## config.mk

```make
export PLATFORM = sky130hd
export DESIGN_NAME = regfile_sb_flat
export DESIGN_NICKNAME = d
export VERILOG_FILES = /design/src/rtl/regfile_sb_if.sv /design/src/rtl/regfile_sb.sv /design/src/flat_wrapper.sv
export SDC_FILE = /design/constraint.sdc
export NUM_CORES = 1
export LEC_CHECK = 0
export CAP_MARGIN = 20
export CELL_PAD_IN_SITES_DETAIL_PLACEMENT = 0
export CELL_PAD_IN_SITES_GLOBAL_PLACEMENT = 1
export CORE_UTILIZATION = 46
export CTS_BUF_LIST = sky130_fd_sc_hd__clkbuf_16
export CTS_CLUSTER_DIAMETER = 40
export DETAILED_ROUTE_END_ITERATION = 6
export PLACE_DENSITY = 0.84
export REMOVE_ABC_BUFFERS = 1
export SKIP_LAST_GASP = 1
export SLEW_MARGIN = 30
export SYNTH_ARGS = -nofsm -noshare
export SYNTH_HDL_FRONTEND = slang
export SYNTH_SLANG_ARGS = --single-unit
```

## constraint.sdc

```tcl
create_clock -name clk -period 5.1 [get_ports clk]
set_input_delay 1.02 -clock clk [delete_from_list [all_inputs] [get_ports clk]]
set_output_delay 1.02 -clock clk [all_outputs]
set_load 0.005 [all_outputs]
```

## src/rtl/regfile_sb_if.sv

```systemverilog
// ---------------------------------------------------------------------------
// regfile_sb_if
// Bundle of every non-clock signal between the decode/execute/memory stages
// (master) and the scoreboarded register file (slave).
//   rd_addr    : NUM_RD flattened read addresses (port 0 in the LSBs)
//   rd_data    : NUM_RD flattened read data, bypassed
//   rd_busy    : per read port, the register has an outstanding load
//   wr_*       : ALU write port
//   ld_issue*  : load issue, marks the destination register busy
//   ld_wb_*    : load writeback port
//   busy_vec   : registered busy bits, one per register
//   pend_cnt   : registered popcount of busy_vec
//   hazard_err : sticky protocol error flag
// ---------------------------------------------------------------------------
interface regfile_sb_if #(
  parameter int DATA_W = 16,
  parameter int ADDR_W = 3,
  parameter int NUM_RD = 3
);
  logic [NUM_RD*ADDR_W-1:0] rd_addr;
  logic [NUM_RD*DATA_W-1:0] rd_data;
  logic [NUM_RD-1:0]        rd_busy;
  logic                     wr_en;
  logic [ADDR_W-1:0]        wr_addr;
  logic [DATA_W-1:0]        wr_data;
  logic                     ld_issue;
  logic [ADDR_W-1:0]        ld_issue_addr;
  logic                     ld_wb_en;
  logic [ADDR_W-1:0]        ld_wb_addr;
  logic [DATA_W-1:0]        ld_wb_data;
  logic [2**ADDR_W-1:0]     busy_vec;
  logic [ADDR_W:0]          pend_cnt;
  logic                     hazard_err;

  modport master (
    output rd_addr, wr_en, wr_addr, wr_data,
    output ld_issue, ld_issue_addr, ld_wb_en, ld_wb_addr, ld_wb_data,
    input  rd_data, rd_busy, busy_vec, pend_cnt, hazard_err
  );

  modport slave (
    input  rd_addr, wr_en, wr_addr, wr_data,
    input  ld_issue, ld_issue_addr, ld_wb_en, ld_wb_addr, ld_wb_data,
    output rd_data, rd_busy, busy_vec, pend_cnt, hazard_err
  );
endinterface

```

## src/rtl/regfile_sb.sv

```systemverilog
// ---------------------------------------------------------------------------
// regfile_sb
// Parametrised register file with two write ports (ALU and load writeback),
// same-cycle read bypass, a hardwired null register and a load scoreboard
// that flags hazards to the decoder.
// Ports:
//   clk : clock, all state updates on the rising edge
//   rst : asynchronous active-high reset, clears all state
//   bus : regfile_sb_if.slave, read/write/load/scoreboard signals
// ---------------------------------------------------------------------------
module regfile_sb #(
  parameter int               DATA_W    = 16,
  parameter int               ADDR_W    = 3,
  parameter int               NUM_RD    = 3,
  parameter int               NULL_REG  = 7,
  parameter logic [DATA_W-1:0] RESET_VAL = '0
) (
  input  logic         clk,
  input  logic         rst,
  regfile_sb_if.slave  bus
);
  localparam int               DEPTH  = 2**ADDR_W;
  localparam logic [ADDR_W-1:0] NULL_A = ADDR_W'(NULL_REG);

  logic [DATA_W-1:0]        r_regs [DEPTH];
  logic [DEPTH-1:0]         r_busy;
  logic [DEPTH-1:0]         w_busy_next;
  logic [ADDR_W:0]          r_pend_cnt;
  logic [ADDR_W:0]          w_pend_next;
  logic                     r_hazard_err;
  logic                     w_wr_ok;
  logic                     w_wb_ok;
  logic                     w_err_issue;
  logic                     w_err_wb;
  logic                     w_err_waw;
  logic [NUM_RD*DATA_W-1:0] w_rd_flat;
  logic [NUM_RD-1:0]        w_rd_busy;

  // Writes to the null register are dropped at the source.
  assign w_wr_ok = bus.wr_en    && (bus.wr_addr    != NULL_A);
  assign w_wb_ok = bus.ld_wb_en && (bus.ld_wb_addr != NULL_A);

  // Storage. The load writeback is assigned last so it wins a collision.
  always_ff @(posedge clk or posedge rst) begin
    if (rst) begin
      for (int k = 0; k < DEPTH; k++) r_regs[k] <= RESET_VAL;
    end else begin
      if (w_wr_ok) r_regs[bus.wr_addr]    <= bus.wr_data;
      if (w_wb_ok) r_regs[bus.ld_wb_addr] <= bus.ld_wb_data;
    end
  end

  // Next busy state per register: a new issue beats a writeback so that an
  // issue and writeback to the same register leave the new load outstanding.
  generate
    for (genvar gi = 0; gi < DEPTH; gi++) begin : g_busy
      if (gi == NULL_REG) begin : g_null
        assign w_busy_next[gi] = 1'b0;
      end else begin : g_reg
        assign w_busy_next[gi] =
          (bus.ld_issue && (bus.ld_issue_addr == ADDR_W'(gi))) ||
          (r_busy[gi] && !(bus.ld_wb_en && (bus.ld_wb_addr == ADDR_W'(gi))));
      end
    end
  endgenerate

  // Count is taken from the next busy state so it stays aligned with busy_vec.
  always_comb begin
    w_pend_next = '0;
    for (int k = 0; k < DEPTH; k++) begin
      w_pend_next = w_pend_next + (ADDR_W+1)'(w_busy_next[k]);
    end
  end

  // Protocol errors. r_busy of the null register is always 0, so issues to
  // and writes of the null register never raise an error on their own.
  assign w_err_issue = bus.ld_issue && r_busy[bus.ld_issue_addr] &&
                       !(bus.ld_wb_en && (bus.ld_wb_addr == bus.ld_issue_addr));
  assign w_err_wb    = w_wb_ok && !r_busy[bus.ld_wb_addr];
  assign w_err_waw   = bus.wr_en && r_busy[bus.wr_addr] &&
                       !(bus.ld_wb_en && (bus.ld_wb_addr == bus.wr_addr));

  always_ff @(posedge clk or posedge rst) begin
    if (rst) begin
      r_busy       <= '0;
      r_pend_cnt   <= '0;
      r_hazard_err <= 1'b0;
    end else begin
      r_busy       <= w_busy_next;
      r_pend_cnt   <= w_pend_next;
      r_hazard_err <= r_hazard_err | w_err_issue | w_err_wb | w_err_waw;
    end
  end

  // Read ports. Bypass is suppressed while reset is held so reads return the
  // reset contents rather than data that will never be written.
  generate
    for (genvar gi = 0; gi < NUM_RD; gi++) begin : g_rd
      logic [ADDR_W-1:0] w_addr;
      logic              w_hit_wb;
      logic              w_hit_wr;

      assign w_addr   = bus.rd_addr[gi*ADDR_W +: ADDR_W];
      assign w_hit_wb = !rst && bus.ld_wb_en && (bus.ld_wb_addr == w_addr);
      assign w_hit_wr = !rst && bus.wr_en    && (bus.wr_addr    == w_addr);

      assign w_rd_flat[gi*DATA_W +: DATA_W] =
        (w_addr == NULL_A) ? '0 :
        w_hit_wb           ? bus.ld_wb_data :
        w_hit_wr           ? bus.wr_data :
                             r_regs[w_addr];

      // Data arriving this cycle means the consumer need not stall.
      assign w_rd_busy[gi] = r_busy[w_addr] && !w_hit_wb;
    end
  endgenerate

  assign bus.rd_data    = w_rd_flat;
  assign bus.rd_busy    = w_rd_busy;
  assign bus.busy_vec   = r_busy;
  assign bus.pend_cnt   = r_pend_cnt;
  assign bus.hazard_err = r_hazard_err;
endmodule

```

## src/flat_wrapper.sv

```systemverilog
// flat-port wrapper written by rule: the top's interface ports become plain ports
module regfile_sb_flat 
#(
  parameter int               DATA_W    = 16,
  parameter int               ADDR_W    = 3,
  parameter int               NUM_RD    = 3,
  parameter int               NULL_REG  = 7,
  parameter logic [DATA_W-1:0] RESET_VAL = '0
)
  (clk, rst, bus_rd_addr, bus_wr_en, bus_wr_addr, bus_wr_data, bus_ld_issue, bus_ld_issue_addr, bus_ld_wb_en, bus_ld_wb_addr, bus_ld_wb_data, bus_rd_data, bus_rd_busy, bus_busy_vec, bus_pend_cnt, bus_hazard_err);
  regfile_sb_if #(.DATA_W(DATA_W), .ADDR_W(ADDR_W), .NUM_RD(NUM_RD)) bus_i ();
  input  logic clk;
  input  logic rst;
  input wire logic [$bits(bus_i.rd_addr)-1:0] bus_rd_addr;
  input wire logic [$bits(bus_i.wr_en)-1:0] bus_wr_en;
  input wire logic [$bits(bus_i.wr_addr)-1:0] bus_wr_addr;
  input wire logic [$bits(bus_i.wr_data)-1:0] bus_wr_data;
  input wire logic [$bits(bus_i.ld_issue)-1:0] bus_ld_issue;
  input wire logic [$bits(bus_i.ld_issue_addr)-1:0] bus_ld_issue_addr;
  input wire logic [$bits(bus_i.ld_wb_en)-1:0] bus_ld_wb_en;
  input wire logic [$bits(bus_i.ld_wb_addr)-1:0] bus_ld_wb_addr;
  input wire logic [$bits(bus_i.ld_wb_data)-1:0] bus_ld_wb_data;
  output wire logic [$bits(bus_i.rd_data)-1:0] bus_rd_data;
  output wire logic [$bits(bus_i.rd_busy)-1:0] bus_rd_busy;
  output wire logic [$bits(bus_i.busy_vec)-1:0] bus_busy_vec;
  output wire logic [$bits(bus_i.pend_cnt)-1:0] bus_pend_cnt;
  output wire logic [$bits(bus_i.hazard_err)-1:0] bus_hazard_err;
  assign bus_i.rd_addr = bus_rd_addr;
  assign bus_i.wr_en = bus_wr_en;
  assign bus_i.wr_addr = bus_wr_addr;
  assign bus_i.wr_data = bus_wr_data;
  assign bus_i.ld_issue = bus_ld_issue;
  assign bus_i.ld_issue_addr = bus_ld_issue_addr;
  assign bus_i.ld_wb_en = bus_ld_wb_en;
  assign bus_i.ld_wb_addr = bus_ld_wb_addr;
  assign bus_i.ld_wb_data = bus_ld_wb_data;
  assign bus_rd_data = bus_i.rd_data;
  assign bus_rd_busy = bus_i.rd_busy;
  assign bus_busy_vec = bus_i.busy_vec;
  assign bus_pend_cnt = bus_i.pend_cnt;
  assign bus_hazard_err = bus_i.hazard_err;
  regfile_sb #(.DATA_W(DATA_W), .ADDR_W(ADDR_W), .NUM_RD(NUM_RD), .NULL_REG(NULL_REG), .RESET_VAL(RESET_VAL)) u_core (.clk(clk), .rst(rst), .bus(bus_i));
endmodule
```

=== After elaboration in Yosys (flattened, before gate mapping) ===
Cells that the tools add are included.

* $lt $le $gt $ge: 13
* Bitwise operators: 8
* Multiplexer cells: 38
* Eq/ne operators: 25
* Reduce and logical (&&, ||, !) cells: 66
* $add $sub $neg: 6

{| class="wikitable"
|+ Operator list
! operator !! number
|-
| $mux 16 || 17
|-
| $bwmux 128 || 2
|-
| $mux 128 || 2
|-
| $bmux 16 s3 || 3
|-
| $demux 16 s3 || 2
|-
| $logic_and 1x1->1 || 43
|-
| $eq 3x3->1 const B || 9
|-
| $eq 3x3->1 || 8
|-
| $lt 3x4->1 const B || 6
|-
| $add 4x1->4 || 5
|-
| $ge 4x4->1 const B || 5
|-
| $not 3->4 || 5
|-
| $bmux 1 s3 || 6
|-
| $logic_not 1->1 || 14
|-
| $eq 3x2->1 const B || 4
|-
| $lt 4x1->1 const B || 2
|-
| $logic_or 1x1->1 || 7
|-
| $eq 3x1->1 const B || 2
|-
| $logic_not 3->1 || 2
|-
| $mux 1 || 6
|-
| $ne 3x3->1 const B || 2
|-
| $or 1x1->1 || 3
|-
| $add 1x1->2 || 1
|}

* Logic and storage cells: 167
* Output and inout port bits: 64
* Register bits: 140
* Input bits: 55

=== Depth between registers and ports, before layout ===
* Depth in word-level cells: 11
* Depth in mapped cells: 14
* Depth with buffers taken out: 12

=== Least setup slack after synthesis ===
No wires, ideal clock.

* Path kind: input to register
* Start point: in bus_ld_wb_addr[2]
* End point: reg u_core.r_pend_cnt[2], in the netlist u_core.bus.pend_cnt[2]
* Arrival: 4033 ps
* Setup time: 123 ps
* Stages: 14
* Data required time: 4977 ps
* Buffers on the path: 2
* Setup slack: 945 ps
* Cells stage by stage: buf_2 nand2b_1 nor3b_2 buf_2 o22ai_1 ha_1 fa_1 inv_1 fa_1 inv_1 ha_1 inv_1 fa_1 xnor2_1

* Cells in the longest elaborated chain, start to end: 11
* Elaborated cells between the ends (all ways): 41
* Classes of those cells: 6 x add/sub; 6 x eq/ne; 29 x reduce/logical

{| class="wikitable"
|+ Ends and longest elaborated chain
! item !! line !! text
|-
| start: declaration || flat_wrapper.sv:21 || <nowiki>input wire logic [$bits(bus_i.ld_wb_addr)-1:0] bus_ld_wb_addr;</nowiki>
|-
| $eq 3x1->1 || regfile_sb.sv:62 || <nowiki>(r_busy[gi] && !(bus.ld_wb_en && (bus.ld_wb_addr == ADDR_W'(gi))));</nowiki>
|-
| $logic_and 1x1->1 || regfile_sb.sv:62 ||
|-
| $logic_not 1->1 || regfile_sb.sv:62 ||
|-
| $logic_and 1x1->1 || regfile_sb.sv:62 ||
|-
| $logic_or 1x1->1 || regfile_sb.sv:61 || <nowiki>(bus.ld_issue && (bus.ld_issue_addr == ADDR_W'(gi))) ||</nowiki>
|-
| net u_core.w_busy_next[1] || regfile_sb.sv:27 || <nowiki>logic [DEPTH-1:0] w_busy_next;</nowiki>
|-
| $add 1x1->2 || regfile_sb.sv:71 || <nowiki>w_pend_next = w_pend_next + (ADDR_W+1)'(w_busy_next[k]);</nowiki>
|-
| $add 4x1->4 (5 in series) || regfile_sb.sv:71 ||
|-
| net u_core.w_pend_next[2] || regfile_sb.sv:29 || <nowiki>logic [ADDR_W:0] w_pend_next;</nowiki>
|-
| end signal: assignment || regfile_sb.sv:90 || <nowiki>r_pend_cnt <= w_pend_next;</nowiki>
|-
| end: declaration || regfile_sb.sv:28 || <nowiki>logic [ADDR_W:0] r_pend_cnt;</nowiki>
|}

The timed path passes the listed nets, and every way through them passes these cells.

=== Final worst setup path ===
* Start point: in bus_rd_addr[5]
* End point: out bus_rd_data[20]

* Cells in the longest elaborated chain, start to end: 7
* Elaborated cells between the ends (all ways): 12
* Classes of those cells: 3 x eq/ne; 6 x mux; 1 x bitwise; 2 x reduce/logical

{| class="wikitable"
|+ Ends and longest elaborated chain
! item !! line !! text
|-
| start: declaration || flat_wrapper.sv:14 || <nowiki>input wire logic [$bits(bus_i.rd_addr)-1:0] bus_rd_addr;</nowiki>
|-
| $not 3->4 (not written as such) || regfile_sb.sv:111 || <nowiki>r_regs[w_addr];</nowiki>
|-
| $bmux 16 s3 || regfile_sb.sv:111 ||
|-
| $mux 16 (not written as such) (2 in series) || regfile_sb.sv:111 ||
|-
| $mux 16 || regfile_sb.sv:110 || <nowiki>w_hit_wr ? bus.wr_data :</nowiki>
|-
| $mux 16 || regfile_sb.sv:109 || <nowiki>w_hit_wb ? bus.ld_wb_data :</nowiki>
|-
| $mux 16 (*) || regfile_sb.sv:108 || <nowiki>(w_addr == NULL_A) ? '0 :</nowiki>
|-
| end: declaration || flat_wrapper.sv:23 || <nowiki>output wire logic [$bits(bus_i.rd_data)-1:0] bus_rd_data;</nowiki>
|}

Every way passes the cells marked *; elsewhere a longest branch is shown, timed or not. The select of a mux whose other input is x is not followed.

==> key figures <==
Synthesis
  • Top-count cell post-synth: mux2i_1
  • Unique masters post-synth: just under 50
  • EDFF count, synth: 0
  • Area leader, netlist: dfrtp_1
  • Top cell types by occurrence after synthesis: 216 x mux2i_1, 140 x dfrtp_1, 127 x nand2_1
  • Ys async rst share: 100%
  • Synth Cell Area: approximately 11000 um2
  • Yosys top cell area share: 30.8%
  • Synthesized area per cell: just under 10 um2
  • Syn. warnings: 0
  • Seq/Total Area, Yosys: 30.8%
  • Yosys reg bits: 140
  • Primary FF master, synth: dfrtp_1
  • Top post-synthesis cells by area: dfrtp_1 31%, mux2i_1 19%, mux4_2 10%
  • Synth Instances: 1166

Floorplan
  • Core region area: around 24000 um2
  • Rows: 57
  • Die height: 159 um
  • Initial Util: 46.8%
  • Die X: 159 um
  • I/O pin cnt: about 120
  • Die area: around 25000 um2

Timing
  • Max-slew headroom: 41.4%
  • Slew Limit Fails: 0
  • Period utilization: 92.6%
  • Final setup margin: 375 ps
  • Setup Viol. Count Final: 0
  • Final Hold Viols: 0
  • Worst Skew: about 2.3 ps
  • Tmin final: 4720 ps
  • Max Fclk: 0.212 GHz
  • Worst Tran Pin Value: 879 ps
  • TNS Setup: 0 ps
  • RSZ-0062 raised after global routing: false

Pwr
  • LEAKAGE: 5.33 nW
  • VDD IR max: 200 uV
  • Switching power total: about 1.4 mW
  • Clk pwr share: between 20 and 30%
  • Net Sw Frac: 32.9%
  • Pwr Density: 325 nW/um2
  • Power Internal: about 2.8 mW
  • Sequential share of power: 37.4%
  • Comb power frac: 34.4%

Worst hold path
  • Hold Path Cell Cnt: 0
  • Hold crit path type: reg -> reg
  • Hold path startpoint: u_core.r_regs[7]

Clock network
  • Postcts setup bufs: 0
  • CTS tree: done
  • H-tree levels: 4
  • Post-CTS sizing: 0
  • CTS Sinks: 140
  • Clk_lat worst skew: 420 ps
  • Hold_buf cts: 0
  • Max clock buf depth: 2
  • Root Buffer: clkbuf_16
  • Clk slew on worst S/H paths: 60 ps
  • Total CTS buffers: 17

GRT
  • First-pass GRT wire length: between 50 and 60 mm
  • Vias in the first global route: 9494
  • Largest net degree at the start of global routing: 90
  • GRT Total Usage: ~30%
  • Initial antenna violation count: 0
  • Grt ovf: 0

Detailed routing
  • DRC viols: 0
  • Routed Antenna Nets: 0
  • Starting DRC count in detailed routing: 1059
  • DR WL/cell: approximately 25 um
  • Vias per std cell: 6.39
  • DR vias: 9870
  • Drt first pass iters: 5
  • Routed wire length: 37.9 mm

Placement
  • Port Buffers: 117
  • Dpl hpwl: 24.6 mm
  • Pre-CTS WS: around 430 ps
  • Post-Place Cell Area: 12400 um2
  • Final GP Congestion: 0.862

Finish
  • Layout Nets: between 1000 and 1500
  • Sequential Area: 3500 um2
  • Multi-input logic area: 6760 um2
  • Area Overhead vs Synth: 13.7%
  • Final instance area: ~13000 um2
  • ANT cells: 0
  • Layout cells sized above 1: a little over an eighth
  • Fill cells: 2170

Worst setup path
  • Cells on worst reg2reg path: 11
  • Worst Path Max Fanout: 8
  • CP startpoint: bus_rd_addr[5]
  • CP startpoint kind: primary input
  • Reg-to-Reg Start: u_core.bus.busy_vec[0]
  • Crit path kind: in -> out
  • CP endpoint kind: output pin
  • Reg2Reg Setup Slack: 2060 ps
  • Required time worst endpoint: 4080 ps
  • Critical path arrival: 3700 ps

Flow run
  • Max-cap viol count: 0

Run status
  • Status: finished, final reports clean
## routing by layer
metal	vias to the layer above	wire length (um)	global-route usage, %
met2	572	17100	46.4
met5	-	0	0
met4	0	1320	12.1
met1	4823	15900	42.1
met3	87	3550	5.47
li1	4388	-	-
## worst paths after layout
kind / to
worst min register to register: u_core.r_regs[7]
max in group asynchronous: u_core.r_regs[76]
worst max register to register: u_core.bus.pend_cnt[2]
min in group asynchronous: u_core.bus.busy_vec[5]
worst max-delay path: bus_rd_data[20]
worst min-delay path: u_core.r_regs[7]
## power by group through the flow
stage | combinational, mW | clock, mW | sequential (mW)
2_1_floorplan | 0.841 | 0 | 1.51
3_3_place_gp | 1.41 | 0 | 1.56
3_5_place_dp | 1.44 | 0 | 1.58
4_1_cts | 1.44 | 1.20 | 1.56
5_1_grt | 1.58 | 1.25 | 1.60
6_report | 1.44 | 1.19 | 1.57
## registers in the layout, summed over array words and instances, names as in the netlist
signal / flops
u_core.bus.pend_cnt: 4
u_core.r_regs: 128
u_core.bus.busy_vec: 7
u_core.bus.hazard_err: 1
## kinds of logic after synthesis
family	Yosys count	share of synthesized area (%)
AOI/OAI and AO/OA	327	17.7
xor gates and xnor gates	25	1.92
adders and majority gates	7	0.968
buffers and inverters	174	10.1
DFF	140	30.8
muxes	269	29.3
other	1	0.0330
and+or+nand+nor	223	9.15
## cells in the final DEF (no fill, tap or decap), types with 3 or more instances in the layout
| master | n |
|---|---|
| nor3b_4 | 4 |
| and4_1 | 3 |
| clkdlybuf4s50_1 | 114 |
| a22oi_1 | 49 |
| dfrtp_1 | 140 |
| ha_1 | 4 |
| clkinv_2 | 5 |
| buf_4 | 68 |
| xnor2_1 | 25 |
| o21ai_0 | 67 |
| nand2b_1 | 4 |
| a21oi_1 | 49 |
| o211a_1 | 3 |
| o21ai_1 | 45 |
| nor2_1 | 49 |
| nor3_4 | 3 |
| fa_1 | 3 |
| mux4_2 | 51 |
| clkbuf_16 | 17 |
| mux2i_1 | 216 |
| inv_1 | 18 |
| o221ai_1 | 5 |
| a31oi_1 | 48 |
| o21ai_2 | 3 |
| and2_1 | 4 |
| nand2_1 | 127 |
| o211ai_1 | 49 |
| nor2b_1 | 5 |
| nand4b_1 | 7 |
| nand4_1 | 9 |
## final cells by class
cell class	count	share of cell area (%)
clock buffers	17	3.29
inverters	15	0.474
flip-flops and latches	140	27.1
clock inverters	14	0.890
repair buffers	183	12.9
multi-input cells	852	52.2
well taps	324	3.13
## critical path, cell delays in order
cell	delay (ps)
clkdlybuf4s50_1	640
buf_4	220
xnor2_1	140
and4_1	590
buf_4	270
nand2_1	60
a31oi_1	220
clkdlybuf4s50_1	530
## per-stage QoR
stage	instances	power (mW)	hold WS [ps]	util [%]
finish	1545	4.21	430	53.2
global route	1545	4.43	440	53.2
detailed placement	1514	3.01	412	51.0
global placement	1514	2.97	405	51.0
floorplan	1007	2.35	393	-
CTS	1545	4.20	426	53.2
No activity file was read; power rests on OpenSTA's default activity.
